<file path="config.mk">
export PLATFORM = sky130hd
export DESIGN_NAME = clock_monitor
export DESIGN_NICKNAME = d
export VERILOG_FILES = /design/src/rtl/clock_monitor.sv
export SDC_FILE = /design/constraint.sdc
export NUM_CORES = 1
export LEC_CHECK = 0
export CORE_UTILIZATION = 46
export CTS_BUF_LIST = sky130_fd_sc_hd__clkbuf_8
export DETAILED_ROUTE_END_ITERATION = 10
export GPL_TIMING_DRIVEN = 0
export PLACE_DENSITY = 0.66
export RECOVER_POWER = 25
export SLEW_MARGIN = 0
export SYNTH_ARGS = -nofsm -noshare
export SYNTH_HDL_FRONTEND = slang
export SYNTH_SLANG_ARGS = --single-unit
</file>
<file path="constraint.sdc">
create_clock -name clk -period 3 [get_ports clk]
set_input_delay 0.6 -clock clk [delete_from_list [all_inputs] [get_ports clk]]
set_output_delay 0.6 -clock clk [all_outputs]
set_load 0.01 [all_outputs]
</file>
<file path="src/rtl/clock_monitor.sv">
// Measures high time and period of an asynchronous square wave in system-clock
// cycles, checks the period against a window and flags a stalled input.
module clock_monitor #(
    parameter int CNT_W   = 16,
    parameter int TIMEOUT = 1024,
    parameter int PER_MIN = 18,
    parameter int PER_MAX = 22
) (
    input  logic             clk,
    input  logic             rst_n,
    input  logic             en,
    input  logic             clk_in,
    output logic [CNT_W-1:0] period,
    output logic [CNT_W-1:0] high_time,
    output logic             meas_valid,
    output logic             in_range,
    output logic             stalled,
    output logic [7:0]       meas_count
);

    typedef enum logic [1:0] {
        IDLE,
        SYNC,
        HIGH,
        LOW
    } state_t;

    localparam logic [CNT_W-1:0] CNT_MAX   = '1;
    localparam logic [CNT_W-1:0] TIMEOUT_C = CNT_W'(TIMEOUT);
    localparam logic [31:0]      PER_MIN_C = 32'(PER_MIN);
    localparam logic [31:0]      PER_MAX_C = 32'(PER_MAX);

    state_t           state;
    logic             s1, s2, s3;
    logic [CNT_W-1:0] hcnt, lcnt, idle_cnt;

    logic             rise_det, fall_det, any_edge, timeout_hit;
    logic [CNT_W-1:0] hcnt_inc, lcnt_inc, sum_sat;
    logic [CNT_W:0]   sum;
    logic [31:0]      period_ext;
    logic             new_in_range;

    // Two flops resolve metastability; the third holds the previous sample for edge detect.
    always_ff @(posedge clk or negedge rst_n) begin
        if (!rst_n) begin
            s1 <= 1'b0;
            s2 <= 1'b0;
            s3 <= 1'b0;
        end else begin
            // NOTE: non-blocking assignments so each stage samples the pre-edge value of the one before.
            s1 <= clk_in;
            s2 <= s1;
            s3 <= s2;
        end
    end

    assign rise_det = s2 & ~s3;
    assign fall_det = ~s2 & s3;
    assign any_edge = rise_det | fall_det;

    assign hcnt_inc = (hcnt == CNT_MAX) ? hcnt : hcnt + CNT_W'(1);
    assign lcnt_inc = (lcnt == CNT_MAX) ? lcnt : lcnt + CNT_W'(1);

    // Period sum carries one extra bit so overflow can be clamped instead of wrapping.
    assign sum          = {1'b0, hcnt} + {1'b0, lcnt};
    assign sum_sat      = sum[CNT_W] ? CNT_MAX : sum[CNT_W-1:0];
    assign period_ext   = 32'(sum_sat);
    assign new_in_range = (period_ext >= PER_MIN_C) && (period_ext <= PER_MAX_C);

    // A detected edge in the same cycle as the timeout always wins.
    assign timeout_hit = (idle_cnt == TIMEOUT_C) && !any_edge;

    always_ff @(posedge clk or negedge rst_n) begin
        if (!rst_n) begin
            // NOTE: every register here is a plain flop, so all of them take the async reset.
            state      <= IDLE;
            hcnt       <= '0;
            lcnt       <= '0;
            idle_cnt   <= '0;
            period     <= '0;
            high_time  <= '0;
            meas_valid <= 1'b0;
            in_range   <= 1'b0;
            stalled    <= 1'b0;
            meas_count <= '0;
        end else begin
            meas_valid <= 1'b0;
            if (!en) begin
                // Disabling discards any measurement in flight but keeps the last results.
                state    <= IDLE;
                hcnt     <= '0;
                lcnt     <= '0;
                idle_cnt <= '0;
                stalled  <= 1'b0;
            end else if (state == IDLE) begin
                state <= SYNC;
            end else if (timeout_hit) begin
                stalled  <= 1'b1;
                state    <= SYNC;
                hcnt     <= '0;
                lcnt     <= '0;
                idle_cnt <= '0;
            end else begin
                idle_cnt <= any_edge ? '0 : idle_cnt + CNT_W'(1);
                case (state)
                    SYNC: begin
                        if (rise_det) begin
                            state <= HIGH;
                            hcnt  <= CNT_W'(1);
                        end
                    end
                    HIGH: begin
                        if (fall_det) begin
                            state <= LOW;
                            lcnt  <= CNT_W'(1);
                        end else begin
                            hcnt <= hcnt_inc;
                        end
                    end
                    LOW: begin
                        if (rise_det) begin
                            period     <= sum_sat;
                            high_time  <= hcnt;
                            in_range   <= new_in_range;
                            meas_valid <= 1'b1;
                            meas_count <= meas_count + 8'd1;
                            stalled    <= 1'b0;
                            state      <= HIGH;
                            hcnt       <= CNT_W'(1);
                            lcnt       <= '0;
                        end else begin
                            lcnt <= lcnt_inc;
                        end
                    end
                    default: state <= IDLE;
                endcase
            end
        end
    end

endmodule

</file>
[Word level (Yosys, flattened, before mapping)]
Cells that the tools add are included.
Storage, ports and cells
  register bits: 96
  word-level logic and storage cells: 90
Cells by class
  add/subtract/negate cells: 5
  magnitude comparators: 2
  equal/unequal tests: 18
  mux-type cells: 35
  bitwise logic cells: 7
  reduce and logical (&&, ||, !) cells: 10
Operator list (count)
  $mux 16: 17
  $pmux 16 s2: 2
  $add 16x1->16 const B: 3
  $eq 16x16->1 const B: 2
  $add 16x16->17: 1
  $eq 16x11->1 const B: 1
  $ge 16x5->1 const B: 1
  $le 16x5->1 const B: 1
  $ne 4x4->1 const B: 3
  $mux 1: 10
  $mux 2: 5
  $ne 5x5->1 const B: 2
  $reduce_and 5->1: 2
  $add 8x1->8 const B: 1
  $ne 4x2->1 const B: 2
  $ne 3x1->1 const B: 2
  $ne 5x2->1 const B: 1
  $eq 2x2->1 const B: 2
  $ne 4x1->1 const B: 1
  $not 1->1: 4
  $pmux 2 s2: 1
  $reduce_and 4->1: 1
  $reduce_and 3->1: 1
  $and 1x1->1: 2
  8 further kinds: 9

[Depth between registers and ports, before layout]
Gate-level depths: netlist of run 1.
  depth after elaboration: 8
  gate-level depth with buffers: 12
  depth with buffers taken out: 10

[Worst setup path before layout of run 1]
OpenSTA, ideal clock, no wires.
  path kind: register to register
  start point: register hcnt[0]
  end point: register in_range
  library setup time: 104 ps
  arrival time: 2440 ps
  data required time: 2896 ps
  path slack: 456 ps
  cell stages (with the launch flop): 10
  buffers on the path: 0
  period minus slack after synthesis: 2544 ps
  path through: dfrtp_1 -> ha_1 -> fa_1 -> a211oi_1 -> o211ai_1 -> nand3_1 -> a21oi_1 -> a2111oi_0 -> nand4_1 -> o41ai_2
Between the ends
  longest elaborated chain between the ends: 4
  elaborated cells on any way between the ends: 5
Ends and longest elaborated chain
  from (decl): line 35  | logic [CNT_W-1:0] hcnt, lcnt, idle_cnt;
  from (signal assigned): line 117  | hcnt <= hcnt_inc;
  $add 16x16->17 *: line 65  | assign sum = {1'b0, hcnt} + {1'b0, lcnt};
  $mux 16 *: line 66  | assign sum_sat = sum[CNT_W] ? CNT_MAX : sum[CNT_W-1:0];
  $ge 16x5->1 or $le 16x5->1 (tied branches): line 68  | assign new_in_range = (period_ext >= PER_MIN_C) && (period_ext <= PER_MAX_C);
  $logic_and 1x1->1 *: line 68
  to (signal assigned): line 124  | in_range <= new_in_range;
  to (decl): line 16  | output logic in_range,
Mark *: on every way between the ends. The rest lies on a longest branch, timed or not.
A chain may end at the register's enable or synchronous reset.

[Final worst setup path of run 1]
Ends and elaborated chain as after synthesis.

==> flow_summary.toml, run 1 <==
[flow_run]
drv_cap = 1

[floorplanning]
die_y_um = 111.9
fp.coreArea_sq_mm = 0.01156
dieArea_sq_mm = 0.01251
initial_core_util_pct = 48.00
io_pins = 47
die_w_um = 111.9
rows = 39

[logic_synthesis]
synth-seq-cells = 96
synth_common_cells = "dfrtp_1 (96), nand2_1 (94), nor2_1 (67)"
yosysSeqAreaShare_pct = 43.27
yosysTopAreaCellShare_pct = 43.27
synth_top_flop_cell = "dfrtp_1"
async_flop_share_pct = 100.0
synth_area_sq_mm = 0.005552
synth-edff-count = 0
syn_area_per_cell_sq_um = 9.161
yosys_warnings = 0
netlist_instances = 606
synth_cell_type_count = 66
synth_fp_nets = 634
ys_top_cells_by_area = "dfrtp_1 (43%), nand2_1 (6.4%), ha_1 (5.2%)"
synth.most_common_cell = "dfrtp_1"
synth_top_area_cell = "dfrtp_1"

[sta]
period_needed_ns = 2.817
hold_viol = 0
max_freq_mhz = 355.0
grt_setup_unrepaired = "false"
report.final.setup_viol = 0
slew_violations = 33
fin_setup_tns_ns = 0
fin_crit_sh_pct = 93.89
maxSlewHeadroom_pct = -14.48
worst_slew_pin_slew_ns = 1.717
fin_skew_ns = 0.01145

[worst_setup_path]
crit_path_end_kind = "flop"
cp_cell_sequence = "ha_1 -> fa_1 -> a21oi_1 -> o211ai_1 -> o32ai_2 -> nand4_1 -> nor4b_1 -> nand4_1 -> o41ai_2"
cp.required_ns = 3.28
critical-path-slowest-cell = "dfrtp_1"
critical_path_arrival_ns = 3.09
criticalPathCategory = "flop to flop"
slowest_delay_ns = 0.48
critPathLaunchType = "flop"
crit_path_frequent_cell = "nand4_1"
path_max_fanout = 6

[final_layout]
area_growth_pct = 16.23
multi_input_area_sq_mm = 0.002994
diodes = 0
n_fill_cell = 1052
layout-drive-gt1-share_pct = 10.01
seq_area_sq_mm = 0.002402
postLayoutCoreUtil_pct = 55.79
nets = 692

[global_routing]
grt_pass1_vias = 4450
gr-total-overflow = 0
globalRouteTotalUtil_pct = 22.19
grt_first_pass_wirelength_mm = 21.90
antenna_found_initial = 0
grt_start_max_net_pins = 66

[status]
status = "finished, violations left"
violations = "DRC, capacitance limit, slew limit"

[power]
power.density_mw_per_mm2 = 414.0
p_total_mw = 2.671
pwr-share-comb_pct = 11.8
p_seq_share_pct = 52.3
swShare_pct = 24.67
p_sw_uw = 659.1
p_clk_share_pct = 35.9
irDropWorstVdd_mv = 0.2736
power.leakage_nw = 2.830
p_int_mw = 2.012

[hold_path]
min_path_type = "flop to flop"

[cts]
cts_buffers = 9
post_cts_buffers = 0
cts.hold.buffers_added = 0
cts_tree = "yes"
cts_root_buf = "clkbuf_8"
h-tree-depth = 3
cts.reportedPaths.clkPinSlew_ns = 0.09
clk_latency_ns = 0.38
clock_path_buffers = 2
cts_sinks = 96

[route]
vias = 4612
detail-route-antenna-nets = 0
avgRoutedWirePerCell_um = 16.18
drt-total-wl_mm = 13.14
via_per_inst = 5.680
dr.first_iter.drc_count = 336
drt_pass1_iterations = 10
drcViolationCount = 5

[place]
port_buffers = 46
dp_hpwl_mm = 9.865
gp_congestion = 0.9004
## power by group through the flow
stage,Clock [mW],Combinational (mW),Sequential [mW]
after floorplan,0,0.134,1.44
after global placement,0,0.308,1.42
after detailed placement,0,0.320,1.42
after CTS,0.994,0.321,1.40
after global routing,1.04,0.345,1.41
final,0.959,0.314,1.40
## worst paths after layout
check	start	end	slack (ns)	cells past startpoint
hold reg to reg	s1$_DFF_PN0_	s2$_DFF_PN0_	0.36	0
setup reg to reg	hcnt[0]$_DFFE_PN0P_	in_range$_DFFE_PN0P_	0.18	9
min in group asynchronous	rst_n	meas_count[7]$_DFFE_PN0P_	0.65	1
hold / removal	s1$_DFF_PN0_	s2$_DFF_PN0_	0.36	0
max in group asynchronous	rst_n	lcnt[0]$_DFFE_PN0P_	0.55	2
setup / recovery	hcnt[0]$_DFFE_PN0P_	in_range$_DFFE_PN0P_	0.18	9
## final cells by class
cell class                      count  share of cell area, %
Inverter                           14                 0.8144
Timing Repair Buffer               47                  7.155
Sequential cell                    96                  37.23
Clock inverter                      5                  1.222
Tap cell                          143                  2.773
Clock buffer                       11                  2.346
Multi-Input combinational cell    471                  46.40
Buffer                             25                  2.055
## sequential cells by signal, indices dropped and copies added (netlist names)
| name | flops |
|---|---|
| s1 | 1 |
| period | 16 |
| high_time | 16 |
| hcnt | 16 |
| s2 | 1 |
| in_range | 1 |
| s3 | 1 |
| idle_cnt | 16 |
| meas_valid | 1 |
| state | 2 |
| stalled | 1 |
| meas_count | 8 |
| lcnt | 16 |
## routing by layer
layer,global-route usage [%],wire [um]
met1,28.83,6184
met2,37.14,6229
met3,4.899,544
met4,6.396,183
met5,0,0
## kinds of logic after synthesis
| group | Yosys count | share of synthesized area (%) |
|---|---|---|
| buf+inv | 39 | 3.313 |
| compound gates | 143 | 17.76 |
| mux | 2 | 0.4057 |
| fa+ha+maj | 24 | 5.544 |
| simple gates | 269 | 24.50 |
| flops | 96 | 43.27 |
| xor+xnor | 33 | 5.206 |
## layout by cell type, fill, tap and decap left out, drive strengths merged, types with 8 or more instances in the layout
| cell | n |
|---|---|
| nor3 | 11 |
| o21ai | 56 |
| clkbuf | 30 |
| a21oi | 31 |
| nand2 | 95 |
| o31ai | 14 |
| nor2b | 10 |
| xor2 | 13 |
| buf | 8 |
| xnor2 | 20 |
| nand2b | 8 |
| ha | 23 |
| inv | 14 |
| dfrtp | 96 |
| nand3 | 29 |
| clkdlybuf4s50 | 44 |
| and3 | 11 |
| nor2 | 67 |
| a31oi | 9 |
## critical path, delay by kind of cell (launching register included)
family | cells | cell delay, ns
AOI/OAI and AO/OA | 4 | 0.86
adders and majority gates | 2 | 0.74
and+or+nand+nor | 3 | 0.63
DFF | 1 | 0.48
## stage by stage
step                      instances  cell area [sq um]  hold slack (ns)  setup slack, ns
after detailed placement        796               6216           0.3444         -0.06515
after floorplan                 606               5552           0.3044           0.4561
after CTS                       812               6447           0.1501          0.03741
after global placement          795               6191           0.3339           -2.180
after global routing            812               6452           0.3777         0.009525
final                           812               6452           0.3578           0.1832
## timing repair
item                                   4_1_cts  5_1_grt
pin swaps                                    0        1
gates resized for setup                      1        7
endpoints found under the hold margin        0        0
setup endpoints to repair                   10       13
(Power assumes the default switching activity.)
==> run 2: changes to the inputs <==
--- a/config.mk
+++ b/config.mk
@@ -8,8 +8,9 @@
 export CORE_UTILIZATION = 46
 export CTS_BUF_LIST = sky130_fd_sc_hd__clkbuf_8
 export DETAILED_ROUTE_END_ITERATION = 10
+export DONT_BUFFER_PORTS = 1
 export GPL_TIMING_DRIVEN = 0
-export PLACE_DENSITY = 0.66
+export MAX_ROUTING_LAYER = met4
 export RECOVER_POWER = 25
 export SLEW_MARGIN = 0
 export SYNTH_ARGS = -nofsm -noshare
==> run 2 against run 1 <==
  * The flow still finishes with violations (DRC, capacitance limit, slew limit)
  * First-iteration DRC count decreased by 33%
  * Core utilization fell by 4.0 points
  * Clock-buffer cell count down 1
  * Non-clock buffer count fell by 44
  * Final area fell by 7.2%
  * Total power is 5.4% lower
  * Clock skew grew 0.0062 ns
  * Routed wire length fell by 3.6%
  * Combinational power decreased by 38%
  * Sequential power about the same
  * Cell count fell by 5.4%
  * Largest power group unchanged
==> flow_summary.toml, run 2 (same netlist as run 1, synthesis figures left out) <==
[status]
status = "finished, violations left"
violations = "DRC, capacitance limit, slew limit"

[floorplanning]
rows = 39
die_y_um = 111.9
io_pins = 47
initial_core_util_pct = 48.00
die_w_um = 111.9
dieArea_sq_mm = 0.01251
fp.coreArea_sq_mm = 0.01156

[hold_path]
holdPathStages = 0
min_path_type = "input port to flop"

[power]
p_clk_share_pct = 35.8
power.density_mw_per_mm2 = 421.9
p_seq_share_pct = 56.5
p_total_mw = 2.526
irDropWorstVdd_mv = 0.2615
p_sw_uw = 682.1
power.leakage_nw = 2.662
p_int_mw = 1.844
pwr-share-comb_pct = 7.7
swShare_pct = 27.01

[final_layout]
final_common_cell = "dfrtp_1"
area_growth_pct = 7.843
layout_common_cells = "dfrtp_1 (95), nand2_1 (94), nor2_1 (66)"
nets = 648
layout-drive-gt1-share_pct = 11.04
n_fill_cell = 1136
diodes = 0

[cts]
cts_sinks = 96
cts.reportedPaths.clkPinSlew_ns = 0.10
cts_tree = "yes"
h-tree-depth = 3
cts_root_buf = "clkbuf_8"
clk_latency_ns = 0.38
clock_path_buffers = 2
cts_buffers = 9

[global_routing]
grt_start_max_net_pins = 97
grt_first_pass_wirelength_mm = 21.51
antenna_found_initial = 0
grt_pass1_vias = 4268
globalRouteTotalUtil_pct = 22.38
gr-total-overflow = 0

[sta]
report.final.setup_viol = 0
max_freq_mhz = 346.7
maxSlewHeadroom_pct = -54.05
fin_crit_sh_pct = 96.14
layout_setup_ws_ns = 0.1159
period_needed_ns = 2.884
slew_violations = 97
fin_setup_tns_ns = 0
worst_slew_pin_slew_ns = 2.311
fin_skew_ns = 0.01764
hold_viol = 0

[route]
drt_pass1_iterations = 7
drt-total-wl_mm = 12.67
dr.max_layer_used = "met4"
vias = 4424
detail-route-antenna-nets = 0
drcViolationCount = 10
dr_wl_met3_um = 531
wl_met2_mm = 5.961
avgRoutedWirePerCell_um = 16.50
wl_met1_mm = 5.951
dr.first_iter.drc_count = 224
via_per_inst = 5.760

[worst_setup_path]
crit_path_end_kind = "flop"
critPathLaunchType = "flop"
critical_path_arrival_ns = 3.15
cp_cell_sequence = "ha_1 -> a211oi_2 -> o21ai_1 -> and4_1 -> or3_1 -> a2111oi_1 -> nand4_1 -> o41ai_2"
cp.required_ns = 3.27
criticalPathCategory = "flop to flop"
worst-r2r-cell-count = 8
critical-path-slowest-cell = "dfrtp_1"
slowest_delay_ns = 0.50
path_max_fanout = 6

[place]
dp_hpwl_mm = 9.470
port_buffers = 0
gp_congestion = 0.9498
dp_slack_ns = -0.07368

[flow_run]
drv_cap = 1
run 2: changes by cell type in the layout (fill, tap and decap cells not counted), sizes merged:
cell           before  now
dlygate4sd3         1    0
clkinv              3    0
buf                 8   10
clkinvlp            0    2
clkdlybuf4s50      44    0
inv                14   17
clkbuf             30   28
bufinv              2    1
run 2: layout make-up:
cell class | count | area [sq um] | area share, %
Inverter | 14 | 52.55 | 0.8777
Clock inverter | 6 | 73.82 | 1.233
Tap cell | 143 | 178.9 | 2.989
Sequential cell | 96 | 2404 | 40.15
Clock buffer | 10 | 137.6 | 2.299
Timing Repair Buffer | 3 | 20.02 | 0.3344
Multi-Input combinational cell | 471 | 2988 | 49.91
Buffer | 25 | 132.6 | 2.215
run 2: worst max-delay path: cells and delay by family (launching register included):
kind | cells | cell delay [ns]
and+or+nand+nor | 3 | 0.74
AOI/OAI and AO/OA | 4 | 1.17
adders and majority gates | 1 | 0.37
DFF | 1 | 0.50
run 2: power by group through the flow:
stage / logic [mW] / registers (mW) / clock network, mW
floorplan: 0.134 / 1.44 / 0
global route: 0.227 / 1.44 / 0.978
global placement: 0.164 / 1.45 / 0
detailed placement: 0.169 / 1.45 / 0
CTS: 0.199 / 1.43 / 0.928
finish: 0.196 / 1.43 / 0.903
run 2: final timing paths:
| check | start | slack, ns | end |
|---|---|---|---|
| setup / recovery | hcnt[1]$_DFFE_PN0P_ | 0.12 | in_range$_DFFE_PN0P_ |
| hold / removal | clk_in | 0.23 | s1$_DFF_PN0_ |
| setup reg to reg | hcnt[1]$_DFFE_PN0P_ | 0.12 | in_range$_DFFE_PN0P_ |
| hold reg to reg | s1$_DFF_PN0_ | 0.36 | s2$_DFF_PN0_ |
| max in group asynchronous | rst_n | 0.59 | hcnt[0]$_DFFE_PN0P_ |
| min in group asynchronous | rst_n | 0.90 | meas_count[5]$_DFFE_PN0P_ |
run 2: repair_timing:
item,4_1_cts,5_1_grt
setup buffers,0,2
resized for setup,1,7
pin swaps,0,2
hold buffers,1,0
endpoints found under the hold margin,96,0
setup endpoints to repair,10,20
run 2: metal layers:
metal	GRT usage (%)	vias to the layer above
met5	-	-
met4	8.288	0
met3	3.484	13
met2	34.95	83
met1	29.37	2160
li1	-	2168
run 2: per-stage QoR:
stage	cell area [sq um]	util (%)	std cells	hold WS [ns]
6_report	5987	51.77	768	0.2345
5_1_grt	5987	51.77	768	0.2114
4_1_cts	5971	51.63	766	0.1448
3_5_place_dp	5731	49.55	749	0.3061
3_3_place_gp	5731	49.55	749	0.3062
2_1_floorplan	5552	-	606	0.3044
